## src/rtl/vp_ctrl_if.sv

```systemverilog
// rtl/vp_ctrl_if.sv - configuration/status bus between the register block and vp_ctrl
interface vp_ctrl_if;
  logic        cfg_wr;
  logic [31:0] cfg_cr;
  logic [31:0] cfg_start;
  logic [31:0] cfg_end;
  logic [31:0] cfg_scaler;
  logic [31:0] vp_sr;

  modport master (
    output cfg_wr, cfg_cr, cfg_start, cfg_end, cfg_scaler,
    input  vp_sr
  );

  modport slave (
    input  cfg_wr, cfg_cr, cfg_start, cfg_end, cfg_scaler,
    output vp_sr
  );
endinterface

```

## src/rtl/vp_ctrl.sv

```systemverilog
// rtl/vp_ctrl.sv - frame-synchronous config staging/commit and line/frame measurement
module vp_ctrl #(
  parameter int H_DISP = 1280,
  parameter int V_DISP = 720,
  parameter int X_W    = 11,
  parameter int Y_W    = 11
) (
  input  logic           clk,
  input  logic           rst_n,
  vp_ctrl_if.slave       bus,
  input  logic           vi_vs,
  input  logic           vi_de,
  output logic [X_W-1:0] start_x,
  output logic [X_W-1:0] end_x,
  output logic [X_W-1:0] out_x_res,
  output logic [Y_W-1:0] start_y,
  output logic [Y_W-1:0] end_y,
  output logic [Y_W-1:0] out_y_res,
  output logic [X_W-1:0] in_x_m1,
  output logic [X_W-1:0] out_x_m1,
  output logic [Y_W-1:0] in_y_m1,
  output logic [Y_W-1:0] out_y_m1,
  output logic [4:0]     stage_en,
  output logic [1:0]     filter_mode,
  output logic [1:0]     path_sel,
  output logic [7:0]     threshold,
  output logic           filler_en
);

  localparam logic [X_W-1:0] H_MAX = X_W'(H_DISP);
  localparam logic [Y_W-1:0] V_MAX = Y_W'(V_DISP);

  typedef struct packed {
    logic [X_W-1:0] start_x;
    logic [Y_W-1:0] start_y;
    logic [X_W-1:0] end_x;
    logic [Y_W-1:0] end_y;
    logic [X_W-1:0] out_x;
    logic [Y_W-1:0] out_y;
    logic [4:0]     stage_en;
    logic [1:0]     filter_mode;
    logic [1:0]     path_sel;
    logic [7:0]     threshold;
  } cfg_t;

  localparam cfg_t CFG_RST = '{
    start_x:     '0,
    start_y:     '0,
    end_x:       H_MAX,
    end_y:       V_MAX,
    out_x:       H_MAX,
    out_y:       V_MAX,
    stage_en:    5'b00011,
    filter_mode: 2'b01,
    path_sel:    2'b00,
    threshold:   8'h00
  };

  cfg_t           stg_q;
  cfg_t           act_q;
  cfg_t           wr_cfg;
  logic           stg_apply_q;
  logic           pending_q;
  logic           cfg_err_q;
  logic           vs_d_q;
  logic           de_d_q;
  logic [X_W-1:0] in_x_m1_q;
  logic [X_W-1:0] out_x_m1_q;
  logic [Y_W-1:0] in_y_m1_q;
  logic [Y_W-1:0] out_y_m1_q;
  logic           filler_en_q;

  logic [X_W-1:0] px_cnt_q;
  logic [X_W-1:0] last_len_q;
  logic [Y_W-1:0] line_cnt_q;
  logic [X_W-1:0] sr_len_q;
  logic [Y_W-1:0] sr_lines_q;
  logic [1:0]     frame_cnt_q;

  logic vs_rise;
  logic de_rise;
  logic de_fall;
  logic commit;
  logic stg_valid;
  logic stg_filler;

  always_comb begin
    wr_cfg             = CFG_RST;
    wr_cfg.start_x     = bus.cfg_start[X_W-1:0];
    wr_cfg.start_y     = bus.cfg_start[16 +: Y_W];
    wr_cfg.end_x       = bus.cfg_end[X_W-1:0];
    wr_cfg.end_y       = bus.cfg_end[16 +: Y_W];
    wr_cfg.out_x       = bus.cfg_scaler[X_W-1:0];
    wr_cfg.out_y       = bus.cfg_scaler[16 +: Y_W];
    wr_cfg.stage_en    = bus.cfg_cr[4:0];
    wr_cfg.threshold   = bus.cfg_cr[23:16];
    wr_cfg.filter_mode = bus.cfg_cr[29:28];
    wr_cfg.path_sel    = bus.cfg_cr[31:30];
  end

  logic unused_cfg_bits;
  assign unused_cfg_bits = ^{bus.cfg_cr[15:9], bus.cfg_cr[7:5], bus.cfg_cr[27:24],
                             bus.cfg_start[15:X_W], bus.cfg_start[31:16+Y_W],
                             bus.cfg_end[15:X_W], bus.cfg_end[31:16+Y_W],
                             bus.cfg_scaler[15:X_W], bus.cfg_scaler[31:16+Y_W]};

  assign vs_rise = vi_vs & ~vs_d_q;
  assign de_rise = vi_de & ~de_d_q;
  assign de_fall = ~vi_de & de_d_q;
  // apply_now lets software force a commit while vsync is already high
  assign commit  = pending_q & (vs_rise | (stg_apply_q & vi_vs));

  assign stg_valid = (stg_q.start_x < stg_q.end_x) && (stg_q.end_x <= H_MAX) &&
                     (stg_q.start_y < stg_q.end_y) && (stg_q.end_y <= V_MAX) &&
                     (stg_q.out_x != '0) && (stg_q.out_x <= H_MAX) &&
                     (stg_q.out_y != '0) && (stg_q.out_y <= V_MAX);

  assign stg_filler = (stg_q.path_sel == 2'b00) && stg_q.stage_en[1] && (stg_q.out_x < H_MAX);

  always_ff @(posedge clk) begin
    if (!rst_n) begin
      stg_q       <= CFG_RST;
      act_q       <= CFG_RST;
      stg_apply_q <= 1'b0;
      pending_q   <= 1'b0;
      cfg_err_q   <= 1'b0;
      vs_d_q      <= 1'b0;
      in_x_m1_q   <= H_MAX - X_W'(1);
      out_x_m1_q  <= H_MAX - X_W'(1);
      in_y_m1_q   <= V_MAX - Y_W'(1);
      out_y_m1_q  <= V_MAX - Y_W'(1);
      filler_en_q <= 1'b0;
    end else begin
      vs_d_q <= vi_vs;
      if (bus.cfg_wr) begin
        stg_q       <= wr_cfg;
        stg_apply_q <= bus.cfg_cr[8];
        pending_q   <= 1'b1;
        cfg_err_q   <= 1'b0;
      end
      // commit consumes the old staging; a simultaneous write stays pending
      if (commit) begin
        pending_q <= bus.cfg_wr;
        if (stg_valid) begin
          act_q       <= stg_q;
          in_x_m1_q   <= stg_q.end_x - stg_q.start_x - X_W'(1);
          in_y_m1_q   <= stg_q.end_y - stg_q.start_y - Y_W'(1);
          out_x_m1_q  <= stg_q.out_x - X_W'(1);
          out_y_m1_q  <= stg_q.out_y - Y_W'(1);
          filler_en_q <= stg_filler;
        end else begin
          cfg_err_q <= 1'b1;
        end
      end
    end
  end

  always_ff @(posedge clk) begin
    if (!rst_n) begin
      de_d_q      <= 1'b0;
      px_cnt_q    <= '0;
      last_len_q  <= '0;
      line_cnt_q  <= '0;
      sr_len_q    <= '0;
      sr_lines_q  <= '0;
      frame_cnt_q <= '0;
    end else begin
      de_d_q <= vi_de;
      if (de_rise) begin
        px_cnt_q <= X_W'(1);
      end else if (vi_de && (px_cnt_q != '1)) begin
        px_cnt_q <= px_cnt_q + X_W'(1);
      end
      if (de_fall) begin
        last_len_q <= px_cnt_q;
        if (line_cnt_q != '1) begin
          line_cnt_q <= line_cnt_q + Y_W'(1);
        end
      end
      // frame boundary: publish and restart; a line still open is dropped
      if (vs_rise) begin
        sr_len_q    <= last_len_q;
        sr_lines_q  <= line_cnt_q;
        line_cnt_q  <= '0;
        frame_cnt_q <= frame_cnt_q + 2'd1;
      end
    end
  end

  assign bus.vp_sr = {frame_cnt_q, pending_q, cfg_err_q, {(12-Y_W){1'b0}}, sr_lines_q,
                      {(16-X_W){1'b0}}, sr_len_q};

  assign start_x     = act_q.start_x;
  assign start_y     = act_q.start_y;
  assign end_x       = act_q.end_x;
  assign end_y       = act_q.end_y;
  assign out_x_res   = act_q.out_x;
  assign out_y_res   = act_q.out_y;
  assign stage_en    = act_q.stage_en;
  assign filter_mode = act_q.filter_mode;
  assign path_sel    = act_q.path_sel;
  assign threshold   = act_q.threshold;
  assign in_x_m1     = in_x_m1_q;
  assign out_x_m1    = out_x_m1_q;
  assign in_y_m1     = in_y_m1_q;
  assign out_y_m1    = out_y_m1_q;
  assign filler_en   = filler_en_q;

endmodule

```

## src/flat_wrapper.sv

```systemverilog
// flat-port wrapper written by rule: the top's interface ports become plain ports
module vp_ctrl_flat 
#(
  parameter int H_DISP = 1280,
  parameter int V_DISP = 720,
  parameter int X_W    = 11,
  parameter int Y_W    = 11
)
  (clk, rst_n, vi_vs, vi_de, start_x, end_x, out_x_res, start_y, end_y, out_y_res, in_x_m1, out_x_m1, in_y_m1, out_y_m1, stage_en, filter_mode, path_sel, threshold, filler_en, bus_cfg_wr, bus_cfg_cr, bus_cfg_start, bus_cfg_end, bus_cfg_scaler, bus_vp_sr);
  vp_ctrl_if bus_i ();
  input  logic clk;
  input  logic rst_n;
  input  logic vi_vs;
  input  logic vi_de;
  output logic [X_W-1:0] start_x;
  output logic [X_W-1:0] end_x;
  output logic [X_W-1:0] out_x_res;
  output logic [Y_W-1:0] start_y;
  output logic [Y_W-1:0] end_y;
  output logic [Y_W-1:0] out_y_res;
  output logic [X_W-1:0] in_x_m1;
  output logic [X_W-1:0] out_x_m1;
  output logic [Y_W-1:0] in_y_m1;
  output logic [Y_W-1:0] out_y_m1;
  output logic [4:0] stage_en;
  output logic [1:0] filter_mode;
  output logic [1:0] path_sel;
  output logic [7:0] threshold;
  output logic filler_en;
  input wire logic [$bits(bus_i.cfg_wr)-1:0] bus_cfg_wr;
  input wire logic [$bits(bus_i.cfg_cr)-1:0] bus_cfg_cr;
  input wire logic [$bits(bus_i.cfg_start)-1:0] bus_cfg_start;
  input wire logic [$bits(bus_i.cfg_end)-1:0] bus_cfg_end;
  input wire logic [$bits(bus_i.cfg_scaler)-1:0] bus_cfg_scaler;
  output wire logic [$bits(bus_i.vp_sr)-1:0] bus_vp_sr;
  assign bus_i.cfg_wr = bus_cfg_wr;
  assign bus_i.cfg_cr = bus_cfg_cr;
  assign bus_i.cfg_start = bus_cfg_start;
  assign bus_i.cfg_end = bus_cfg_end;
  assign bus_i.cfg_scaler = bus_cfg_scaler;
  assign bus_vp_sr = bus_i.vp_sr;
  vp_ctrl #(.H_DISP(H_DISP), .V_DISP(V_DISP), .X_W(X_W), .Y_W(Y_W)) u_core (.clk(clk), .rst_n(rst_n), .bus(bus_i), .vi_vs(vi_vs), .vi_de(vi_de), .start_x(start_x), .end_x(end_x), .out_x_res(out_x_res), .start_y(start_y), .end_y(end_y), .out_y_res(out_y_res), .in_x_m1(in_x_m1), .out_x_m1(out_x_m1), .in_y_m1(in_y_m1), .out_y_m1(out_y_m1), .stage_en(stage_en), .filter_mode(filter_mode), .path_sel(path_sel), .threshold(threshold), .filler_en(filler_en));
endmodule
```

## config.mk

```make
export PLATFORM = sky130hd
export DESIGN_NAME = vp_ctrl_flat
export DESIGN_NICKNAME = d
export VERILOG_FILES = /design/src/rtl/vp_ctrl_if.sv /design/src/rtl/vp_ctrl.sv /design/src/flat_wrapper.sv
export SDC_FILE = /design/constraint.sdc
export NUM_CORES = 1
export LEC_CHECK = 0
export ABC_CLOCK_PERIOD_IN_PS = 5000
export BUFFER_PORTS_ARGS = -buffer_cell sky130_fd_sc_hd__buf_2
export CORE_ASPECT_RATIO = 0.6
export CORE_MARGIN = 2
export CORE_UTILIZATION = 30
export DETAILED_ROUTE_END_ITERATION = 10
export GPL_TIMING_DRIVEN = 0
export PLACE_DENSITY = 0.57
export SYNTH_ARGS = -nofsm -noshare
export SYNTH_HDL_FRONTEND = slang
export SYNTH_SLANG_ARGS = --single-unit
```

## constraint.sdc

```tcl
create_clock -name clk -period 5 [get_ports clk]
set_input_delay 1.25 -clock clk [delete_from_list [all_inputs] [get_ports clk]]
set_output_delay 1.25 -clock clk [all_outputs]
set_load 0.02 [all_outputs]
```

* Word level (Yosys, flattened, before mapping) *
Cells that the tools add are included.

storage, ports and cells
  input bits = 133
  output and inout bits = 160
  bits in registers = 273
  word-level logic and storage cells = 91

cells by class
  muxes and demuxes = 7
  bitwise logic cells = 10
  add/subtract/negate cells = 9
  equality and inequality tests = 2
  order comparisons = 7
  reduce and logical (&&, ||, !) cells = 19

operators with widths
  kind                                                                                 number
  11-bit by 1-bit subtractor with 11-bit output (second input constant)                4
  11-bit by 1-bit adder with 11-bit output (second input constant)                     2
  11-bit by 10-bit less-or-equal comparator with 1-bit output (second input constant)  2
  11-bit less-or-equal comparator (second input constant)                              2
  11-bit less-than comparator                                                          2
  11-bit != test (second input constant)                                               2
  11-bit nonzero test                                                                  2
  11-bit subtractor                                                                    2
  11-bit less-than comparator (second input constant)                                  1
  1-bit logical AND                                                                    10
  1-bit two-way mux                                                                    7
  1-bit AND                                                                            5
  1-bit NOT                                                                            4
  2-bit AND reduction                                                                  2
  2-bit nonzero test                                                                   2
  2-bit OR reduction                                                                   2
  2-bit by 1-bit adder with 2-bit output (second input constant)                       1
  2-bit logical NOT                                                                    1
  1-bit OR                                                                             1

* Logic depth before layout (Yosys ltp) *
Gate-level depths: netlist of run 1.

  word-level depth = 10
  mapped depth = 11
  mapped depth without buffers = 9

* Worst setup path before layout of run 1 *
OpenSTA, ideal clock, no wires.

  path type = flip-flop to flip-flop
  start point = reg u_core.stg_q[47] (netlist bit)
  end point = reg u_core.act_q (netlist bit u_core.end_x[0])
  arrival time = 2575 ps
  period minus slack after synthesis = 2647 ps
  stages on the path, launching flop included = 12
  required time = 4928 ps
  setup slack = 2353 ps
  buffers on the path = 3
  library setup time = 72 ps
  cells stage by stage = dfxtp_1 > inv_1 > ha_1 > a21o_1 > a21oi_1 > o221ai_1 > or4b_4 > buf_6 > nor3_4 > buf_8 > buf_12 > mux2i_1

between the ends
  cells in the longest elaborated chain, start to end = 8
  elaborated cells between the ends (all ways) = 9
  classes of those cells = 2 x order compare; 7 x reduce/logical

ends and longest elaborated chain
  item                                RTL line        RTL
  start, declared                     vp_ctrl.sv:59   cfg_t stg_q;
  start signal, assigned              vp_ctrl.sv:136  stg_q <= wr_cfg;
  11-bit less-than comparator         vp_ctrl.sv:114  (stg_q.start_y < stg_q.end_y) && (stg_q.end_y <= V_MAX) &&
  1-bit logical AND                   vp_ctrl.sv:113  assign stg_valid = (stg_q.start_x < stg_q.end_x) && (stg_q.end_x <= H_MAX) &&
  1-bit logical AND (*) (2 in a row)  vp_ctrl.sv:114
  1-bit logical AND (*) (2 in a row)  vp_ctrl.sv:115  (stg_q.out_x != '0) && (stg_q.out_x <= H_MAX) &&
  1-bit logical AND (*)               vp_ctrl.sv:116  (stg_q.out_y != '0) && (stg_q.out_y <= V_MAX);
  2-bit AND reduction (no line) (*)   --
  end signal, assigned                vp_ctrl.sv:145  act_q <= stg_q;
  end, declared                       vp_ctrl.sv:60   cfg_t act_q;

Every way passes the cells marked *; elsewhere a longest branch is shown, timed or not.
A chain may end at the register's enable or synchronous reset.

* Worst setup path in the final report of run 1 *
  start point = reg u_core.stg_q[52] (netlist bit)
  end point = reg u_core.filler_en_q (netlist: u_core.filler_en)

between the ends
  cells in the longest elaborated chain, start to end = 9
  elaborated cells between the ends (all ways) = 10
  classes of those cells = 2 x order compare; 8 x reduce/logical

ends and longest elaborated chain
  item                                                                                   RTL line        RTL
  11-bit less-than comparator / 11-bit less-or-equal comparator (equally long branches)  vp_ctrl.sv:113
  1-bit logical AND (*) (2 in a row)                                                     vp_ctrl.sv:113
  1-bit logical AND (*) (2 in a row)                                                     vp_ctrl.sv:114
  1-bit logical AND (*) (2 in a row)                                                     vp_ctrl.sv:115
  1-bit logical AND (*)                                                                  vp_ctrl.sv:116
  2-bit AND reduction (no line) (*)                                                      --
  end signal, assigned                                                                   vp_ctrl.sv:150  filler_en_q <= stg_filler;
  end, declared                                                                          vp_ctrl.sv:71   logic filler_en_q;

Marks and branches as above.

==> out/qor.yml, run 1 <==
run_status: "complete, no violations"
power.density_mw_per_mm2: 347
netlist_top_cells_count: "dfxtp_1, nand2_1, mux2i_1"
r2r_end: "u_core.filler_en$_SDFFE_PN0P_"
post-cts-setup-buffer-count: 0
worstReg2RegStart: "u_core.stg_q[52]$_SDFFE_PN0P_"
detailedPlace.worstSlack_ps: 1720
timing.setup.tns_ps: 0
skew_ps: 34.0
num-nets-final: 1822
reg_clk_slew_reported_paths_ps: 60
max_cap_viol_count: 0
largest-register: "u_core.stg_q"
top_level_ports: 293
post_layout_minimum_cycle_time_ps: 3340
synth_seq_cells: 273
largest_register_ff_count: 83
route.detailed.drc: 0
max-slew-margin-rel: 0.247
synthFlopType: "dfxtp_1"
number_of_drc_markers_in_iteration_0: 768
detail_route.first_pass.iterations: 4
hold_class: "reg -> reg"
setup.worst_path.class: "reg -> reg"
post-route-period-util: 0.669
whs_path_depth: 2
crit_start: "u_core.stg_q[52]$_SDFFE_PN0P_"
grt_pass1_vias: 10214
p_leak_nw: 6.22
synth.top_cells.by_area: "dfxtp_1, mux2i_1, nand2_1, ha_1, nor2_1"
cts.hold.buffers_added: 0
critical_path.startpoint_type: "flop"
fin_cells: 2196
wl_met2_um: 17600
cts_made_buffers: 28
hpwl_um: 33500
synthDominantCellAreaShare: 0.447
timing.final.hold_violations: 0
clockBufferDepth: 3
mappedNetlistArea_mm2: 0.0122
rsz_0062_raised_after_global_routing: "false"
tritoncts: "yes"
gp_congestion: 0.915
worst-endpoint-arrival_ps: 3820
std_cell_rows: 57
hold-path-endpoint: "u_core.sr_len_q[7]$_SDFFE_PN0P_"
synthesis.instances: 1366
synth_enable_flop_cells: 0
flow.area_growth_from_synthesis_pct: 23.8
initial_core_util: 0.303
ff2ff_path_depth: 9
largest_net_degree_at_the_start_of_global_routing: 15
critical_path_required_ps: 5470
layout.filler_cells: 4116
floorplan.die_area_mm2: 0.0424
critical_path.max_fanout: 10
route.detailed.vias_per_inst: 4.95
clock_sinks: 273
chipWidth_um: 265
core_area_mm2: 0.0403
vdd.ir_drop.worst_mv: 0.292
slew_viol_final: 0
tightestPinTransition_ps: 1130
post_cts.resized_instances: 0
yosysMostFrequentCell: "dfxtp_1"
height_of_the_die_um: 160
synth_async_sr_flop_share: 0
timing.final.ws_setup_ps: 1660
routed_len_inst_um: 19.5
dr_wl_met3_um: 3470
routed-via-count: 10862
timing.hold.worst.start: "u_core.last_len_q[7]$_SDFFE_PN0P_"
detail_route.wirelength_um: 42900
htree_num_levels: 1
routedLengthMet1_um: 20900
worst-r2r-setup-slack_ps: 1660
antenna_violations_before_repair: 6
worst_path_most_repeated_cell: "a21oi_1"
dr.max_layer_used: "met5"
cp_cell_sequence: "inv_1 > ha_1 > a21oi_1 > a21oi_1 > o21ai_0 > nor4b_4 > nand3_2 > buf_2 > a31o_2"
synth_top_area_cell: "dfxtp_1"
clock_tree.root_cell: "clkbuf_16"
global_route_wire_length_before_repair_um: 63600
synth_seq_area_share: 0.447
dpl.cell_count: 2143
critical_path_capture_point_type: "flop"
clock.fmax_mhz: 299
post_synth.cell_area_avg_um2: 8.95
slowest_delay_ps: 680
cpMaxStageDelayCell: "nor4b_4"
synth_warnings: 0
drtAntennaViolNets: 0
place.port_buffers: 241
setup_violators_final: 0
share_of_cells_above_drive_strength_1: 0.197
clk-insertion-delay-late_ps: 580
congestion_overflow_gr: 0
overall_routing_resource_usage: 0.197
synth_cell_types: 69
==> layout make-up <==
| cell class | instances | area, um2 | share of cell area |
|---|---|---|---|
| diodes | 2 | 5.00 | 0.000331 |
| multi-input cells | 936 | 6000 | 0.396 |
| repair buffers | 242 | 1210 | 0.0800 |
| plain buffers | 99 | 542 | 0.0358 |
| clock buffers | 35 | 767 | 0.0507 |
| flip-flops and latches | 273 | 5470 | 0.361 |
| clock inverters | 15 | 245 | 0.0162 |
| well taps | 531 | 664 | 0.0439 |
| inverters | 63 | 236 | 0.0156 |
==> critical path, delay by kind of cell (launching register included) <==
family / cells / cell delay, ps
flip-flops: 1 / 510
adder cells (fa/ha/maj): 1 / 380
buffers and inverters: 2 / 430
AO/OA/AOI/OAI: 4 / 880
AND/OR/NAND/NOR: 2 / 1050
==> how the worst max path moves through the flow <==
stage / endpoint / slack [ps]
floorplan: u_core.end_x[0]$_SDFFE_PN0P_ / 2350
global placement: u_core.out_y_res[0]$_SDFFE_PN0P_ / 1770
detailed placement: u_core.stg_q[38]$_SDFFE_PN1P_ / 1720
CTS: u_core.filler_en$_SDFFE_PN0P_ / 1720
global route: u_core.out_x_res[0]$_SDFFE_PN0P_ / 1470
finish: u_core.filler_en$_SDFFE_PN0P_ / 1660
==> routing by layer <==
| layer | track usage | vias to the layer above |
|---|---|---|
| met5 | 0 | - |
| met1 | 0.282 | 5194 |
| met3 | 0.0581 | 64 |
| met2 | 0.289 | 351 |
| met4 | 0.0439 | 8 |
| li1 | - | 5245 |
==> layout by cell type (no fill, tap or decap), drive strengths merged, types with 4 or more instances in the layout <==
cell / count
ha: 44
nand4: 6
clkbuf: 102
nand2: 250
buf: 274
a211o: 6
o31ai: 8
dfxtp: 273
nand3: 25
nor4: 37
nand2b: 4
clkinv: 8
a311oi: 14
a31oi: 37
nor3: 12
mux2i: 149
and3: 6
o21ai: 36
bufinv: 6
a211oi: 8
nor2: 108
xnor2: 25
a21oi: 64
inv: 62
conb: 6
or3: 9
a21o: 5
o211ai: 13
xor2: 17
==> metrics by stage <==
stage	hold WS, ps	power [mW]	cell area [um2]	utilization
global route	474	5.46	15100	0.375
floorplan	432	2.72	12200	-
finish	452	5.25	15100	0.376
detailed placement	443	2.96	14100	0.350
CTS	455	5.30	15100	0.375
global placement	438	2.95	14100	0.350
==> cells by family after synthesis <==
family / share of synthesized area
simple gates: 0.175
fa+ha+maj: 0.0483
other cells: 0.000307
xor+xnor: 0.0301
buf+inv: 0.0637
compound gates: 0.112
mux: 0.123
flops: 0.447
==> power breakdown <==
part | switching (mW) | total [mW] | internal, mW
clock network | 0.930 | 2.33 | 1.40
registers | 0.0684 | 2.29 | 2.22
logic | 0.418 | 0.636 | 0.218
No activity file was read; power rests on OpenSTA's default activity.
==> run 2: changes to the inputs <==
Settings changed: ABC_CLOCK_PERIOD_IN_PS 5000 to 3100.
Clock period 5 ns to 3.1 ns, I/O delays scaled along.
==> run 2 against run 1 <==
Combinational power increased by 65%. Power grew 62%. Hold slack got worse by 40 ps. Register-to-register slack got worse by 1500 ps. Global-route usage hardly changed. Critical path depth is 1 higher. First-iteration DRC count shrank 2.5%. Critical path type unchanged. Critical endpoint is now u_core.in_y_m1[8]$_SDFFE_PN0P_. Largest power group unchanged.
==> out/qor.yml, run 2 (synthesized netlist as in run 1, its figures left out) <==
run_status: "complete, no violations"
share_of_cells_above_drive_strength_1: 0.210  # +0.0133
hold_class: "in -> reg"
p_sw_mw: 2.30  # +63%
most-common-layout-cells: "dfxtp_1, nand2_1, buf_2, mux2i_1, nor2_1"
largest-register: "u_core.stg_q"
detail_route.wirelength_um: 43200  # +0.76%
route.detailed.vias_per_inst: 4.96  # +0.26%
critical_path.startpoint_type: "flop"
max-slew-margin-rel: 0.265  # +0.0173
largest_register_ff_count: 83  # unchanged
skew_ps: 36.4  # +2.40 ps
critical_path.max_fanout: 10  # unchanged
final_util: 0.379  # +0.00338
clock_sinks: 273  # unchanged
route.detailed.drc: 0  # unchanged
clock.fmax_mhz: 337  # +13%
place.port_buffers: 241  # unchanged
drtAntennaViolNets: 0  # unchanged
antenna_violations_before_repair: 6  # unchanged
setup_violators_final: 0  # unchanged
post_layout_minimum_cycle_time_ps: 2970  # -373 ps
height_of_the_die_um: 160  # unchanged
std_cell_rows: 57  # unchanged
tightestPinTransition_ps: 1100  # -25.9 ps
clk-insertion-delay-late_ps: 590  # about the same
overall_routing_resource_usage: 0.197  # +0.000299
clockBufferDepth: 3  # unchanged
critical_path_capture_point_type: "flop"
hpwl_um: 33500  # unchanged
share_seq_of_total_power: 0.435  # about the same
cpMaxStageDelayCell: "dfxtp_1"
mostFrequentLayoutCell: "dfxtp_1"
reg_clk_slew_reported_paths_ps: 70  # about the same
clock_tree.root_cell: "clkbuf_16"
cp_top_family: "compound AO/OA/AOI/OAI gates"
cp_cell_sequence: "inv_1 > ha_1 > a222oi_1 > nand3_1 > a211oi_2 > and4_1 > buf_2 > clkbuf_4 > nand2_1 > o32ai_1"
critical_path_required_ps: 3550  # -1920 ps
routed-via-count: 10910  # +0.44%
slowest_delay_ps: 530  # -150 ps
worstReg2RegStart: "u_core.stg_q[59]$_SDFFE_PN0P_"
routed_len_inst_um: 19.7  # +0.58%
top_level_ports: 293  # unchanged
seq_area_mm2: 0.00548  # +0.18%
layout.filler_cells: 4095  # -0.51%
cell_int_power_mw: 6.21  # +62%
power.density_mw_per_mm2: 557  # +61%
multi_input_area_mm2: 0.00606  # +1.1%
crit_start: "u_core.stg_q[59]$_SDFFE_PN0P_"
grt_pass1_vias: 10217  # +0.029%
worst-endpoint-arrival_ps: 3420  # -400 ps
largest_net_degree_at_the_start_of_global_routing: 15  # unchanged
global_route_wire_length_before_repair_um: 63700  # +0.15%
chipWidth_um: 265  # unchanged
cts_made_buffers: 28  # unchanged
setup.worst_path.class: "reg -> reg"
core_area_mm2: 0.0403  # unchanged
num-nets-final: 1826  # +0.22%
vdd.ir_drop.worst_mv: 0.469  # +61%
slew_viol_final: 0  # unchanged
timing.hold.worst.start: "bus_cfg_scaler[22]"
timing.final.hold_violations: 0  # unchanged
number_of_drc_markers_in_iteration_0: 749  # -2.5%
floorplan.die_area_mm2: 0.0424  # unchanged
p_comb_frac: 0.124  # +0.003
htree_num_levels: 1  # unchanged
path_buf_inv: 3  # +1
detail_route.first_pass.iterations: 8  # +4
gp_congestion: 0.915  # unchanged
post-layout-total-power_mw: 8.51  # +62%
max_cap_viol_count: 0  # unchanged
flow.area_growth_from_synthesis_pct: 24.9
p_leak_nw: 6.26  # +0.71%
initial_core_util: 0.303  # unchanged
post-route-period-util: 0.958  # +0.290
clockPowerShare: 0.441  # -0.002
power_switching_share: 0.271  # +0.00109
congestion_overflow_gr: 0  # unchanged
tritoncts: "yes"
==> run 2: metrics by stage <==
stage | cell area [um2] | hold slack, ps | worst slack, ps | TNS (ps) | std cells
after detailed placement | 14100 | 443 | -165 | -1370 | 2143
after CTS | 15100 | 382 | 10.2 | 0 | 2195
after floorplan | 12200 | 432 | 453 | 0 | 1371
after global routing | 15300 | 400 | -0.145 | -0.145 | 2198
final | 15300 | 412 | 130 | 0 | 2200
after global placement | 14100 | 438 | -133 | -749 | 2143
==> run 2: power by group through the flow <==
stage / clock [mW] / sequential [mW] / combinational [mW]
2_1_floorplan: 0 / 3.74 / 0.653
3_3_place_gp: 0 / 3.77 / 0.987
3_5_place_dp: 0 / 3.77 / 1.00
4_1_cts: 3.84 / 3.70 / 1.02
5_1_grt: 3.98 / 3.71 / 1.14
6_report: 3.76 / 3.70 / 1.05
==> run 2: tightest hold or removal path: cells and delay by family <==
family / cells / cell delay, ps
mux: 1 / 60
simple gates: 1 / 60
buf+inv: 1 / 70
==> run 2: worst paths after layout <==
kind | end | slack (ps) | depth (start not counted)
setup / recovery | u_core.in_y_m1[8]$_SDFFE_PN0P_ | 130 | 10
setup reg to reg | u_core.in_y_m1[8]$_SDFFE_PN0P_ | 130 | 10
hold reg to reg | u_core.sr_len_q[7]$_SDFFE_PN0P_ | 450 | 2
hold / removal | u_core.stg_q[23]$_SDFFE_PN1P_ | 410 | 3
==> run 2: routing by layer <==
metal,GRT usage,vias to the layer above,wire (um),part of all wire
met4,0.0439,8,920,0.021
met3,0.0581,60,3570,0.083
met5,0,-,42,0.00097
met2,0.290,362,17700,0.41
li1,-,5251,-,-
met1,0.283,5229,21000,0.48
==> run 2: repair_timing <==
item / CTS / global route
hold endpoints to repair: 0 / 0
cloned: 0 / 1
hold buffers: 0 / 0
setup endpoints to repair: 81 / 105
pin swaps: 0 / 2
buffers inserted: 2 / 1
resized for setup: 5 / 24
==> run 2: final cells by class <==
type	instances	area share
diodes	2	0.000328
plain buffers	99	0.0364
clock buffers	35	0.0502
clock inverters	15	0.0161
repair buffers	246	0.0824
multi-input cells	936	0.397
flip-flops and latches	273	0.359
inverters	63	0.0155
well taps	531	0.0435
==> run 3: changes to the inputs <==
Settings changed: CORE_UTILIZATION 30 to 40, PLACE_DENSITY 0.57 to 0.7.
==> run 3 against run 2 <==
Sequential share of layout area increased by 0.80 points. Clock power decreased by 11%. First-iteration DRC count increased by 32%. Wire length decreased by 6.0%. Combinational power about the same. Global-route usage increased by 4.9 points. Critical path depth unchanged. Fmax increased by 0.42%. Worst setup slack improved by 12 ps.
==> out/qor.yml, run 3 (synthesized netlist as in run 1, its figures left out) <==
tritoncts: "yes"
flow.area_growth_from_synthesis_pct: 22.1
worst-endpoint-arrival_ps: 3400  # -20 ps
setup_violators_final: 0  # unchanged
drtAntennaViolNets: 0  # unchanged
cp_top_family: "compound AO/OA/AOI/OAI gates"
cp_cell_sequence: "inv_1 > ha_1 > a211oi_1 > nand2_1 > o21ai_1 > and4_1 > buf_2 > nand3_4 > buf_4 > a31o_2"
top_level_ports: 293  # unchanged
height_of_the_die_um: 139  # -13%
overall_routing_resource_usage: 0.246  # +0.0489
number_of_drc_markers_in_iteration_0: 986  # +32%
timing.final.hold_violations: 0  # unchanged
dpl.cell_count: 2020  # -5.7%
num-nets-final: 1821  # -0.27%
detail_route.first_pass.iterations: 5  # -3
post-layout-total-power_mw: 8.07  # -5.1%
p_leak_nw: 6.19  # -1.1%
max_cap_viol_count: 0  # unchanged
max-slew-margin-rel: 0.303  # +0.0388
largest-register: "u_core.stg_q"
cpMaxStageDelayCell: "dfxtp_1"
skew_ps: 10.7  # -25.6 ps
final_util: 0.498  # +0.119
timing.hold.worst.start: "bus_cfg_scaler[23]"
grt_pass1_vias: 10340  # +1.2%
most-common-layout-cells: "dfxtp_1, nand2_1, buf_2, mux2i_1, nor2_1"
global_route_wire_length_before_repair_um: 61000  # -4.1%
hold_class: "in -> reg"
antenna_violations_before_repair: 1  # -5
routed_len_inst_um: 19.6  # about the same
cts_made_buffers: 26  # -7.1%
crit_start: "u_core.stg_q[44]$_SDFFE_PN0P_"
congestion_overflow_gr: 0  # unchanged
htree_num_levels: 1  # unchanged
chipWidth_um: 230  # -13%
critical_path.max_fanout: 10  # unchanged
cts.hold.buffers_added: 0  # unchanged
hpwl_um: 31200  # -6.7%
mostFrequentLayoutCell: "dfxtp_1"
slowest_delay_ps: 470  # -60 ps
critical_path_required_ps: 3540  # about the same
whs_path_depth: 3  # unchanged
detail_route.wirelength_um: 40600  # -6.0%
slew_viol_final: 0  # unchanged
share_of_cells_above_drive_strength_1: 0.203  # -0.00707
clock.fmax_mhz: 338  # +0.42%
clk-insertion-delay-late_ps: 550  # -40 ps
floorplan.die_area_mm2: 0.0320  # -25%
largest_register_ff_count: 83  # unchanged
route.detailed.vias_per_inst: 5.30  # +6.8%
worstReg2RegStart: "u_core.stg_q[44]$_SDFFE_PN0P_"
clock_sinks: 273  # unchanged
setup.worst_path.class: "reg -> reg"
tightestPinTransition_ps: 1040  # -58.3 ps
ff2ff_path_depth: 10  # unchanged
reg_clk_slew_reported_paths_ps: 60  # about the same
largest_net_degree_at_the_start_of_global_routing: 16  # +1
clockBufferDepth: 3  # unchanged
critical_path_capture_point_type: "flop"
routed-via-count: 10965  # +0.50%
r2r_end: "u_core.out_x_res[0]$_SDFFE_PN0P_"
final.hold.worst_slack_ps: 444  # +31.7 ps
run_status: "complete, no violations"
vdd.ir_drop.worst_mv: 0.368  # -21%
route.detailed.drc: 0  # unchanged
critical_path.startpoint_type: "flop"
core_area_mm2: 0.0300  # -26%
path_buf_inv: 3  # unchanged
clock_tree.root_cell: "clkbuf_16"
hold-path-endpoint: "u_core.stg_q[24]$_SDFFE_PN1P_"
layout.filler_cells: 2826  # -31%
post-route-period-util: 0.954  # -0.00401
initial_core_util: 0.408  # +0.104
power.density_mw_per_mm2: 541  # -3.0%
place.port_buffers: 241  # unchanged
worst-r2r-setup-slack_ps: 140  # about the same
gp_congestion: 0.940  # +2.8%
std_cell_rows: 49  # -14%
fin_cells: 2070  # -5.9%
post_layout_minimum_cycle_time_ps: 2960  # -12.4 ps
## run 3: what timing repair did
action	CTS	global route
pin swaps	1	0
setup endpoints to repair	57	106
buffers inserted	1	1
gates resized for setup	2	19
## run 3: cell type report
type | count | area [um2] | area share
antenna | 1 | 2.50 | 0.000168
clock inverter | 13 | 159 | 0.0106
timing repair buffer | 243 | 1220 | 0.0818
inverter | 63 | 236 | 0.0158
clock buffer | 34 | 741 | 0.0496
sequential | 273 | 5470 | 0.367
tap | 408 | 510 | 0.0342
buffer | 99 | 554 | 0.0371
multi-input combinational | 936 | 6030 | 0.404
## run 3: worst max path at each step
| stage | endpoint | slack [ps] | depth (start not counted) |
|---|---|---|---|
| 5_1_grt | u_core.end_x[4]$_SDFFE_PN0P_ | -7 | 11 |
| 6_report | u_core.out_x_res[0]$_SDFFE_PN0P_ | 140 | 10 |
| 3_5_place_dp | u_core.out_x_res[0]$_SDFFE_PN0P_ | -230 | 9 |
| 3_3_place_gp | u_core.out_x_res[0]$_SDFFE_PN0P_ | -210 | 9 |
| 2_1_floorplan | u_core.end_x[0]$_SDFFE_PN0P_ | 450 | 11 |
| 4_1_cts | u_core.threshold[6]$_SDFFE_PN0P_ | 10 | 11 |
## run 3: per-stage QoR
| stage | area [um2] | setup TNS (ps) | setup WS, ps |
|---|---|---|---|
| after floorplan | 12200 | 0 | 453 |
| after global placement | 14000 | -1500 | -210 |
| after detailed placement | 14000 | -2120 | -232 |
| after CTS | 14900 | 0 | 12.8 |
| after global routing | 14900 | -6.97 | -6.97 |
| final | 14900 | 0 | 142 |
## run 3: power breakdown
part / internal [mW] / switching, mW / leakage [nW]
logic: 0.356 / 0.668 / 3.53
registers: 3.59 / 0.108 / 2.22
clock network: 1.94 / 1.42 / 0.439
## run 3: worst min-delay path: stages
cell     delay [ps]
buf_2            80
mux2i_1          50
nand2_1          60
## run 3: per-layer routing
metal / wire (um) / global-route usage / part of all wire / vias up
met5: 0 / 0 / 0 / -
met4: 719 / 0.0458 / 0.018 / 0
met3: 4090 / 0.0795 / 0.10 / 55
met1: 19200 / 0.361 / 0.47 / 5198
met2: 16600 / 0.351 / 0.41 / 453
li1: - / - / - / 5259
